--- config.mk ---
export PLATFORM = sky130hd
export DESIGN_NAME = input_conditioner
export DESIGN_NICKNAME = d
export VERILOG_FILES = /design/src/rtl/input_conditioner.sv
export SDC_FILE = /design/constraint.sdc
export NUM_CORES = 1
export LEC_CHECK = 0
export CAP_MARGIN = 0
export CORE_MARGIN = 2
export CORE_UTILIZATION = 45
export CTS_CLUSTER_DIAMETER = 50
export DETAILED_ROUTE_END_ITERATION = 10
export PLACE_DENSITY = 0.69
export SKIP_LAST_GASP = 1
export SLEW_MARGIN = 20
export SYNTH_ARGS = -nofsm -noshare
export SYNTH_HDL_FRONTEND = slang
export SYNTH_SLANG_ARGS = --single-unit
--- constraint.sdc ---
create_clock -name clk_i -period 2.2 [get_ports clk_i]
set_input_delay 0.66 -clock clk_i [delete_from_list [all_inputs] [get_ports clk_i]]
set_output_delay 0.66 -clock clk_i [all_outputs]
set_load 0.05 [all_outputs]
--- src/rtl/input_conditioner.sv ---
// rtl/input_conditioner.sv - per-channel synchroniser, debouncer, edge pulses and tick-cleared sticky press flags
// A press is latched until the next consumer tick edge; a second press before that edge raises overrun.
module input_conditioner #(
  parameter int WIDTH           = 4,
  parameter int SYNC_STAGES     = 2,
  parameter int DEBOUNCE_CYCLES = 16
) (
  input  logic             clk_i,
  input  logic             rst_ni,
  input  logic [WIDTH-1:0] async_i,
  input  logic             tick_i,
  output logic [WIDTH-1:0] level_o,
  output logic [WIDTH-1:0] rise_o,
  output logic [WIDTH-1:0] fall_o,
  output logic [WIDTH-1:0] latched_o,
  output logic [WIDTH-1:0] overrun_o
);

  localparam int CW = $clog2(DEBOUNCE_CYCLES + 1);
  localparam logic [CW-1:0] CNT_LAST = CW'(DEBOUNCE_CYCLES - 1);

  logic [WIDTH-1:0]       sync_q [SYNC_STAGES];
  logic [SYNC_STAGES-1:0] tick_q;
  logic                   tick_hist_q;
  logic [CW-1:0]          cnt_q [WIDTH];

  logic [WIDTH-1:0] sync;
  logic [WIDTH-1:0] update;
  logic [WIDTH-1:0] rise_now;
  logic             tick_edge;

  assign sync      = sync_q[SYNC_STAGES-1];
  assign tick_edge = tick_q[SYNC_STAGES-1] & ~tick_hist_q;

  // update marks the cycle in which a channel's level flips
  always_comb begin
    update = '0;
    for (int i = 0; i < WIDTH; i++) begin
      update[i] = (sync[i] != level_o[i]) && (cnt_q[i] == CNT_LAST);
    end
    rise_now = update & sync;
  end

  always_ff @(posedge clk_i or negedge rst_ni) begin
    if (!rst_ni) begin
      for (int s = 0; s < SYNC_STAGES; s++) begin
        sync_q[s] <= '0;
      end
      tick_q      <= '0;
      tick_hist_q <= 1'b0;
    end else begin
      sync_q[0] <= async_i;
      for (int s = 1; s < SYNC_STAGES; s++) begin
        sync_q[s] <= sync_q[s-1];
      end
      tick_q      <= {tick_q[SYNC_STAGES-2:0], tick_i};
      tick_hist_q <= tick_q[SYNC_STAGES-1];
    end
  end

  always_ff @(posedge clk_i or negedge rst_ni) begin
    if (!rst_ni) begin
      for (int i = 0; i < WIDTH; i++) begin
        cnt_q[i] <= '0;
      end
      level_o <= '0;
      rise_o  <= '0;
      fall_o  <= '0;
    end else begin
      for (int i = 0; i < WIDTH; i++) begin
        if (sync[i] == level_o[i] || cnt_q[i] == CNT_LAST) begin
          cnt_q[i] <= '0;
        end else begin
          cnt_q[i] <= cnt_q[i] + 1'b1;
        end
      end
      level_o <= level_o ^ update;
      rise_o  <= rise_now;
      fall_o  <= update & ~sync;
    end
  end

  // A rise coinciding with a tick edge belongs to the new period, so set wins over clear
  always_ff @(posedge clk_i or negedge rst_ni) begin
    if (!rst_ni) begin
      latched_o <= '0;
      overrun_o <= '0;
    end else begin
      for (int i = 0; i < WIDTH; i++) begin
        if (rise_now[i]) begin
          latched_o[i] <= 1'b1;
          if (tick_edge) begin
            overrun_o[i] <= 1'b0;
          end else if (latched_o[i]) begin
            overrun_o[i] <= 1'b1;
          end
        end else if (tick_edge) begin
          latched_o[i] <= 1'b0;
          overrun_o[i] <= 1'b0;
        end
      end
    end
  end

endmodule

[Yosys cells after proc, flatten, opt, wreduce, memory -nomap -nowiden]
Cells that the tools add are included.
Storage, ports and cells
  flip-flop bits (word level): 51
  input bits: 7
  output and inout bits: 20
Operators by class
  muxes and demuxes: 21
  add/subtract/negate cells: 4
  equal/unequal tests: 12
  reduce and logical (&&, ||, !) cells: 20
  bitwise operators: 6
Operators with widths (count)
  $add 5x1->5 const B: 4
  $eq 5x4->1 const B: 4
  $mux 5: 4
  $mux 1: 17
  $reduce_bool 2->1: 8
  $and 4x4->4: 2
  $reduce_and 2->1: 4
  $eq 1x1->1: 4
  $logic_and 1x1->1: 4
  $logic_or 1x1->1: 4
  $ne 1x1->1: 4
  $not 4->4: 1
  $xor 4x4->4: 1
  $and 1x1->1: 1
  $not 1->1: 1

[Depth between registers and ports, before layout]
Gate-level depths: netlist (run 1).
  depth after elaboration: 5
  gate-level depth with buffers: 5

[Worst setup path before layout (run 1)]
No wires, ideal clock.
  path kind: flip-flop to output port
  from: register (tool-made name)
  to: output level_o[0]
  stages on the path, launching flop included: 1
  slack: 873 ps
  arrival time: 667 ps
  required time: 1540 ps
  buffers on the path: 0
  cells stage by stage: dfrtp_1
RTL lines
  to (decl): line 12  | output logic [WIDTH-1:0] level_o,

[Worst setup path in the final report (run 1)]
  from: register latched_o[2]
  to: output latched_o[2]
RTL lines
  from (decl): line 15  | output logic [WIDTH-1:0] latched_o,
  from (signal assigned): line 86  | latched_o <= '0;
  from (signal, indexed assignment): line 91  | latched_o[i] <= 1'b1;
  from (signal, indexed assignment): line 98  | latched_o[i] <= 1'b0;
No word-level cell between the ends.

==> results of run 1 <==
[state kept, by name (all words and copies together), names as in the netlist, named ones only]
signal	cells
rise_o	4
sync	4
cnt_q	20
overrun_o	4
sync_q	4
latched_o	4
tick_hist_q	1
fall_o	4
tick_q	2
[placed cells by master, fill, tap and decap left out, types with 5 or more instances in the layout]
| master | synthesis | layout |
|---|---|---|
| clkbuf_8 | 0 | 6 |
| clkdlybuf4s50_1 | 0 | 21 |
| dfrtp_1 | 51 | 51 |
| ha_1 | 8 | 8 |
| inv_1 | 12 | 12 |
| nand2_1 | 12 | 12 |
| nand2b_1 | 5 | 5 |
| nor2_1 | 24 | 24 |
| o21ai_0 | 8 | 8 |
| xor2_1 | 8 | 8 |
[logic make-up after synthesis]
family	Yosys count	synth area share (%)
DFF	51	69.15
and+or+nand+nor	53	13.08
xor gates and xnor gates	12	5.695
adders and majority gates	8	5.424
buffers and inverters	13	2.847
AOI/OAI and AO/OA	12	3.797
[power by group]
| group | total [mW] | leakage [nW] | switching, mW | internal [mW] |
|---|---|---|---|---|
| clock network | 0.521 | 0.0470 | 0.274 | 0.247 |
| registers | 0.984 | 0.677 | 0.0193 | 0.965 |
| logic | 0.0752 | 0.361 | 0.0437 | 0.0314 |
[routing by layer]
layer	global-route usage, %	part of all wire, %	up-vias	wire [µm]
li1	-	-	545	-
met1	14.91	39	547	1071
met2	26.21	53	21	1475
met3	5.263	4.9	6	135
met4	9.000	2.9	0	80
met5	0	0	-	0
[layout make-up]
class / count / area [µm²] / share of cell area [%]
sequential: 51 / 1276 / 56.64
clock inverter: 1 / 5.005 / 0.2221
inverter: 12 / 45.04 / 1.999
multi-input combinational: 85 / 516.7 / 22.93
timing repair buffer: 27 / 265.3 / 11.77
tap: 50 / 62.56 / 2.776
clock buffer: 6 / 82.58 / 3.665
[Yosys cell counts]
cell	number
and3_1	4
buf_4	1
dfrtp_1	51
ha_1	8
inv_1	12
nand2_1	12
nand2b_1	5
nand3_1	4
nor2_1	24
nor3b_1	4
o21ai_0	8
o31ai_1	4
xnor2_1	4
xor2_1	8
[through the flow]
stage                     worst slack, ps  utilization, %
after detailed placement            403.2           54.54
final                               87.49           56.74
after global routing                9.889           56.74
after global placement              421.1           54.54
after floorplan                     873.3               -
after CTS                           55.39           56.74
[how the worst max path moves through the flow]
stage                             from            to  slack, ps  cells after the start
after global placement    overrun_o[0]  overrun_o[0]        420                      1
after global routing      overrun_o[1]  overrun_o[1]         10                      1
final                     latched_o[2]  latched_o[2]         90                      1
after CTS                 latched_o[1]  latched_o[1]         60                      1
after detailed placement  latched_o[1]  latched_o[1]        400                      1
after floorplan                   flop    level_o[0]        870                      0
==> impl_results.md, run 1 <==
- Top cell family by delay on the critical path: buffers and inverters
- Fill count: 331
- Count of unique library cells instantiated by Yosys: 14
- Hold buffers post-CTS: 0
- Die area: between 4000 and 5000 µm²
- Gpl congestion: 0.6628
- Top cells by area, synth: dfrtp_1 (69%), ha_1 (5.4%), nor2_1 (4.9%)
- Yosys Warn Count: 0
- Drt drc: 0
- Die width: about 68 µm
- Max VDD drop: 0.4060 mV
- Drt total wl: between 2 and 3 mm
- Clock skew: 5.221 ps
- Slowest cell on crit path: clkdlybuf4s50_1
- Clk root buf: clkbuf_8
- Total core area: 3971 µm²
- Initial core utilization: 46.47%
- Final Slew Violations: 0
- Vias per cell: 4.823
- Placed Instances: 225
- Layout cells sized above 1: about 7.1%
- Post-DP HPWL: 2.067 mm
- H-tree lvl count: 2
- Num CTS Buffers: 5
- Pre-antenna DRT Iters: 4
- Status: finished, final reports clean
- Post-route design area: between 2000 and 2500 µm²
- First-pass GRT wire length: around 4.8 mm
- Initial DRC count: 47
- Mapped Area: 1846 µm²
- Clock tree buffer depth: 2
- Final Non-Filler Cells: 232
- Antenna Cells: 0
- CP Class: reg2out
- Reg2reg end: cnt_q[8]
- Initial antenna violation count: 0
- Register area share after synthesis: 69.15%
- Critical Path Max Stage Delay: approximately 800 ps
- Final period utilization: approximately 96%
- CTS sink count: 51
- Setup violators final: 0
- Fin. Hold Viols: 0
- Tightest Pin Transition: 523.5 ps
- Setup TNS: 0 ps
- Hold Crit Class: in2async
- Syn-to-layout area delta: 22.10%
- Largest net degree at the start of global routing: 29
- CP bufs+invs: 1
- Top-area cell type share of the netlist area: just under 70%
- Crit-path cells: clkdlybuf4s50_1
- Post-Synthesis Cells: 149
- WP data arrival: 1450 ps
- RR Startpoint: cnt_q[5]
- Die height: 68.04 µm
- Boundary Pins: 27
- Leakage power: 1.085 nW
- WP data required: 1540 ps
- IO buf count: 26
- Flop-to-flop setup slack: 710 ps
- CP Launch Type: flop
- Max FO, Critical Path: 2
- PD cells: between 700 and 800 nW/µm²
- R2R depth: 5
- WL per Instance: 11.91 µm
- Number of global-route vias before repair: 1113
- Antenna viol nets, final: 0
- Row Count: 23
- Post-layout nets: 197
- Max-cap violations: 0
- Worst Setup End Kind: primary output
- Worst hold margin: 326.2 ps
- Aggregate global routing overflow: 0
- Synth Area per Inst: 12.39 µm²
- Power, Total: 1.580 mW
- Post-CTS sizing: 0
- TritonCTS clock tree: done
- Final Critical Period: 2113 ps
- Post-CTS Setup Repair Bufs: 0
- Cell accounting for the most synthesized area: dfrtp_1
- F_max: between 400 and 500 MHz
- Yosys reg bits: 51
- Dpl cell area: between 2000 and 2500 µm²
- Clk pin slew, worst setup/hold paths: roughly 80 ps
- RSZ-0062 raised after global routing: false
- Syn nets: 164
- Relative slew slack: 65.10%
- Clk Latency, worst-skew pair: 300 ps
- Vias: 1119
- Tot GR Track Use: 14.87%
Power figures use the tool's default switching activity.
==> run 2, diff against run 1 <==
==> constraint.sdc (replaced) <==
create_clock -name clk_i -period 2.2 [get_ports clk_i]
set_input_delay 0.66 -clock clk_i [delete_from_list [all_inputs] [get_ports clk_i]]
set_output_delay 0.66 -clock clk_i [all_outputs]
set_load 0.01 [all_outputs]
==> run 2 against run 1 <==
  * Critical path depth is the same
  * Fmax rose by 7.3%
  * Clock skew is 1.0 ps higher
  * Register-to-register slack hardly changed
  * Flip-flop and latch count is the same
  * Sequential share of layout area down 0.56 points
  * Sequential power barely moved
  * Global-route usage decreased by 0.080 points
  * Largest power group unchanged
  * Highest routed layer unchanged
==> impl_results.md, run 2 (synthesis gave the netlist of run 1 again) <==
- Status: finished, final reports clean (unchanged)
- Drt drc: 0 (unchanged)
- Number of global-route vias before repair: 1159 (was 1113)
- Hold Crit Class: reg2reg (was in2async)
- Leakage power: 1.083 nW (was 1.085 nW)
- Max VDD drop: 0.4197 mV (was 0.4060 mV)
- CTS sink count: 51 (unchanged)
- Initial core utilization: 46.47% (unchanged)
- CP Launch Type: flop (unchanged)
- Clk root buf: clkbuf_8 (unchanged)
- Post-DP HPWL: 2.024 mm (was 2.067 mm)
- Setup ws final: 232.1 ps (was 87.49 ps)
- Layout cells sized above 1: 5.464% (was 7.143%)
- First-pass GRT wire length: 4.823 mm (was 4.809 mm)
- WP data required: 1540 ps (about the same)
- CP Class: reg2out (unchanged)
- Final Slew Violations: 0 (unchanged)
- Worst hold margin: 356.9 ps (was 326.2 ps)
- Vias: 1100 (was 1119)
- Top cell family by delay on the critical path: buffers and inverters (unchanged)
- Post-layout nets: 197 (unchanged)
- Fill count: 328 (was 331)
- Setup crit end: level_o[1] (was latched_o[2])
- Antenna Cells: 0 (unchanged)
- Die width: 68.04 µm (unchanged)
- Max reg flops: 20 (unchanged)
- Die height: 68.04 µm (unchanged)
- Clock skew: 6.223 ps (was 5.221 ps)
- Slowest cell on crit path: clkdlybuf4s50_1 (unchanged)
- Setup TNS: 0 ps (unchanged)
- Drt total wl: 2.757 mm (was 2.763 mm)
- Clock tree buffer depth: 2 (unchanged)
- Power, Total: 1.679 mW (was 1.580 mW)
- Final Non-Filler Cells: 233 (was 232)
- Final Critical Period: 1968 ps (was 2113 ps)
- Tot GR Track Use: 14.79% (was 14.87%)
- Syn-to-layout area delta: 23.32% (was 22.10%)
- CP bufs+invs: 1 (unchanged)
- Setup violators final: 0 (unchanged)
- Most frequent cells in the layout: dfrtp_1 (51), clkdlybuf4s50_1 (25), nor2_1 (24) (was dfrtp_1 (51), nor2_1 (24), clkdlybuf4s50_1 (21))
- Max FO, Critical Path: 6 (was 2)
- PD cells: 737.7 nW/µm² (was 701.2 nW/µm²)
- RR Startpoint: cnt_q[10] (was cnt_q[5])
- WL per Instance: 11.83 µm (was 11.91 µm)
- Worst hold path depth: 0
- Num CTS Buffers: 5 (unchanged)
- Pre-CTS setup slack: 548.6 ps (was 403.2 ps)
- WP data arrival: 1310 ps (was 1450 ps)
- Top reg by flops: cnt_q (unchanged)
- Clk pin slew, worst setup/hold paths: 90 ps (was 80 ps)
- Die area: 4629 µm² (unchanged)
- Max-cap violations: 0 (unchanged)
- Boundary Pins: 27 (unchanged)
- Crit-path cells: clkdlybuf4s50_1 (unchanged)
- Hold buffers post-CTS: 0 (unchanged)
- IO buf count: 26 (unchanged)
- Most common cell after layout, fill and taps aside: dfrtp_1 (unchanged)
- Post-CTS sizing: 0 (unchanged)
- Placed Instances: 225 (unchanged)
- Flop-to-flop setup slack: 720 ps (was 710 ps)
- Post-route design area: 2276 µm² (was 2253 µm²)
- Vias per cell: 4.721 (was 4.823)
- Post-CTS Setup Repair Bufs: 0 (unchanged)
- Reg2reg end: cnt_q[12] (was cnt_q[8])
- Critical Path Max Stage Delay: 570 ps (was 800 ps)
- F_max: 508.2 MHz (was 473.4 MHz)
- RSZ-0062 raised after global routing: false (unchanged)
- TritonCTS clock tree: done (unchanged)
- Core Util, Final: 57.31% (was 56.74%)
- H-tree lvl count: 2 (unchanged)
- Worst Setup End Kind: primary output (unchanged)
- Fin. Hold Viols: 0 (unchanged)
- Critical path depth: 1 (unchanged)
- Dpl cell area: 2163 µm² (was 2166 µm²)
- Tightest Pin Transition: 605.3 ps (was 523.5 ps)
- Initial DRC count: 31 (was 47)
- Clk Latency, worst-skew pair: 290 ps (was 300 ps)
- Initial antenna violation count: 0 (unchanged)
- Row Count: 23 (unchanged)
- Final period utilization: 89.45% (was 96.02%)
- Antenna viol nets, final: 0 (unchanged)
- Aggregate global routing overflow: 0 (unchanged)
- R2R depth: 5 (unchanged)
- Total core area: 3971 µm² (unchanged)
- Relative slew slack: 59.65% (was 65.10%)
- Pre-antenna DRT Iters: 3 (was 4)
- Largest net degree at the start of global routing: 52 (was 29)
- Gpl congestion: 0.6813 (was 0.6628)
-- run 2: cell type report --
| type | count | area [µm²] | share of cell area (%) |
|---|---|---|---|
| Clock inverter | 3 | 43.79 | 1.924 |
| Multi-Input combinational cell | 85 | 516.7 | 22.70 |
| Timing Repair Buffer | 27 | 262.8 | 11.54 |
| Sequential cell | 51 | 1276 | 56.07 |
| Tap cell | 50 | 62.56 | 2.749 |
| Clock buffer | 5 | 68.82 | 3.024 |
| Inverter | 12 | 45.04 | 1.979 |
-- run 2: worst min path at each step --
| stage | startpoint | to | slack [ps] |
|---|---|---|---|
| after floorplan | sync_q[4] | sync[0] | 330 |
| after global routing | sync_q[6] | sync[2] | 370 |
| after CTS | sync_q[6] | sync[2] | 360 |
| final | sync_q[6] | sync[2] | 360 |
| after detailed placement | sync_q[5] | sync[1] | 340 |
| after global placement | tick_q[0] | tick_q[1] | 330 |
-- run 2: per-layer routing --
layer	GRT usage, %	up-vias	wire, µm
met5	0	-	0
met3	4.934	4	90
met4	6.750	0	46
met1	16.76	536	1126
li1	-	539	-
met2	25.24	21	1493
-- run 2: where the power goes --
part	total, mW	internal, mW	switching [mW]
logic	0.0724	0.0290	0.0433
registers	0.984	0.965	0.0198
clock network	0.622	0.338	0.284
==> run 3, diff against run 2 <==
Settings changed: CAP_MARGIN 0 to 40, CORE_MARGIN 2 to 1, TNS_END_PERCENT from default to 1.
==> run 3 against run 2 <==
  * Non-clock buffer count unchanged
  * Combinational power up 2%
  * Sequential power about the same
  * Wire length down 1.4%
  * Die area down 5.8%
  * Power down 6.3%
  * Hold slack worse by 52 ps
  * Critical path depth unchanged
  * Via count up 1.0%
  * Critical path type unchanged
  * Critical endpoint unchanged
==> impl_results.md, run 3 (synthesis gave the netlist of run 1 again) <==
- Status: finished, final reports clean (unchanged)
- R2R depth: 5 (unchanged)
- Hold buffers post-CTS: 0 (unchanged)
- Post-CTS sizing: 0 (unchanged)
- Worst Setup End Kind: primary output (unchanged)
- Setup violators final: 0 (unchanged)
- Tot GR Track Use: 15.07% (was 14.79%)
- Total core area: 3799 µm² (was 3971 µm²)
- Clk Latency, worst-skew pair: 300 ps (was 290 ps)
- Pre-antenna DRT Iters: 4 (was 3)
- Aggregate global routing overflow: 0 (unchanged)
- Critical Path Max Stage Delay: 570 ps (about the same)
- Top reg by flops: cnt_q (unchanged)
- Setup ws final: 236.5 ps (was 232.1 ps)
- CTS sink count: 51 (unchanged)
- Drt drc: 0 (unchanged)
- WL per Instance: 11.77 µm (was 11.83 µm)
- Post-CTS Setup Repair Bufs: 0 (unchanged)
- Final Non-Filler Cells: 231 (was 233)
- Largest net degree at the start of global routing: 32 (was 52)
- Slowest cell on crit path: clkdlybuf4s50_1 (unchanged)
- CP bufs+invs: 1 (unchanged)
- Die width: 66.04 µm (was 68.04 µm)
- Worst hold margin: 304.6 ps (was 356.9 ps)
- PD cells: 695.1 nW/µm² (was 737.7 nW/µm²)
- Relative slew slack: 68.63% (was 59.65%)
- Vias: 1111 (was 1100)
- Leakage power: 1.070 nW (was 1.083 nW)
- Pre-CTS setup slack: 562.6 ps (was 548.6 ps)
- Gpl congestion: 0.6886 (was 0.6813)
- Row Count: 22 (was 23)
- Reg2reg end: cnt_q[12] (unchanged)
- Flop-to-flop setup slack: 720 ps (about the same)
- Final Critical Period: 1963 ps (was 1968 ps)
- Drt total wl: 2.719 mm (was 2.757 mm)
- Max reg flops: 20 (unchanged)
- Setup crit end: level_o[1] (unchanged)
- Fin. Hold Viols: 0 (unchanged)
- Critical path depth: 1 (unchanged)
- RR Startpoint: cnt_q[10] (unchanged)
- Vias per cell: 4.810 (was 4.721)
- Num CTS Buffers: 5 (unchanged)
- Placed Instances: 223 (was 225)
- Layout cells sized above 1: 5.464% (unchanged)
- F_max: 509.3 MHz (was 508.2 MHz)
- Post-layout nets: 197 (unchanged)
- Max-cap violations: 0 (unchanged)
- Die area: 4361 µm² (was 4629 µm²)
- Post-DP HPWL: 1.959 mm (was 2.024 mm)
- Antenna Cells: 0 (unchanged)
- Clk root buf: clkbuf_8 (unchanged)
- WP data required: 1540 ps (about the same)
- Number of global-route vias before repair: 1093 (was 1159)
- Hold Crit Class: in2async (was reg2reg)
- Setup TNS: 0 ps (unchanged)
- Max VDD drop: 0.4783 mV (was 0.4197 mV)
- Tightest Pin Transition: 470.5 ps (was 605.3 ps)
- WP data arrival: 1300 ps (was 1310 ps)
- H-tree lvl count: 2 (unchanged)
- Initial antenna violation count: 0 (unchanged)
- Antenna viol nets, final: 0 (unchanged)
- Clock tree buffer depth: 2 (unchanged)
- IO buf count: 26 (unchanged)
- Initial core utilization: 48.58% (was 46.47%)
- Most common cell after layout, fill and taps aside: dfrtp_1 (unchanged)
- TritonCTS clock tree: done (unchanged)
- Clk pin slew, worst setup/hold paths: 90 ps (about the same)
- CP Launch Type: flop (unchanged)
- Max FO, Critical Path: 6 (unchanged)
- Die height: 66.04 µm (was 68.04 µm)
- CP Class: reg2out (unchanged)
- Final period utilization: 89.25% (was 89.45%)
- Top cell family by delay on the critical path: buffers and inverters (unchanged)
- RSZ-0062 raised after global routing: false (unchanged)
- Final Slew Violations: 0 (unchanged)
- Crit-path cells: clkdlybuf4s50_1 (unchanged)
- Clock skew: 8.866 ps (was 6.223 ps)
- Syn-to-layout area delta: 22.58% (was 23.32%)
- First-pass GRT wire length: 4.733 mm (was 4.823 mm)
- Initial DRC count: 39 (was 31)
- Most frequent cells in the layout: dfrtp_1 (51), clkdlybuf4s50_1 (25), nor2_1 (24) (unchanged)
- Boundary Pins: 27 (unchanged)
## run 3: worst min path at each step
stage / slack, ps / cells past startpoint / endpoint
2_1_floorplan: 330 / 0 / sync[0]
3_3_place_gp: 330 / 0 / sync[2]
3_5_place_dp: 340 / 0 / sync[2]
4_1_cts: 310 / 1 / overrun_o[2]
5_1_grt: 330 / 1 / sync[1]
6_report: 300 / 1 / rise_o[1]
## run 3: power by group
part	total [mW]	internal (mW)	switching [mW]
Sequential	0.983	0.965	0.0185
Clock	0.515	0.221	0.294
Combinational	0.0740	0.0311	0.0428
Total	1.57	1.22	0.355
## run 3: metal layers
metal  track usage [%]  part of all wire, %
met1             16.94                   44
met2             26.40                   49
met3             4.483                  5.1
met4             6.383                  1.7
met5                 0                    0
## run 3: final cells by class
type                    instances  area (µm²)
multi-input cells              85       516.7
flip-flops and latches         51        1276
well taps                      48       60.06
clock inverters                 3       20.02
clock buffers                   5       68.82
fillers                       301        1536
repair buffers                 27       275.3
inverters                      12       45.04
## run 3: stage by stage
| step | instance area, µm² | total power, mW | utilization [%] |
|---|---|---|---|
| 2_1_floorplan | 1846 | 1.035 | - |
| 3_3_place_gp | 2173 | 1.071 | 57.21 |
| 3_5_place_dp | 2173 | 1.078 | 57.21 |
| 4_1_cts | 2262 | 1.594 | 59.55 |
| 5_1_grt | 2262 | 1.643 | 59.55 |
| 6_report | 2262 | 1.573 | 59.55 |
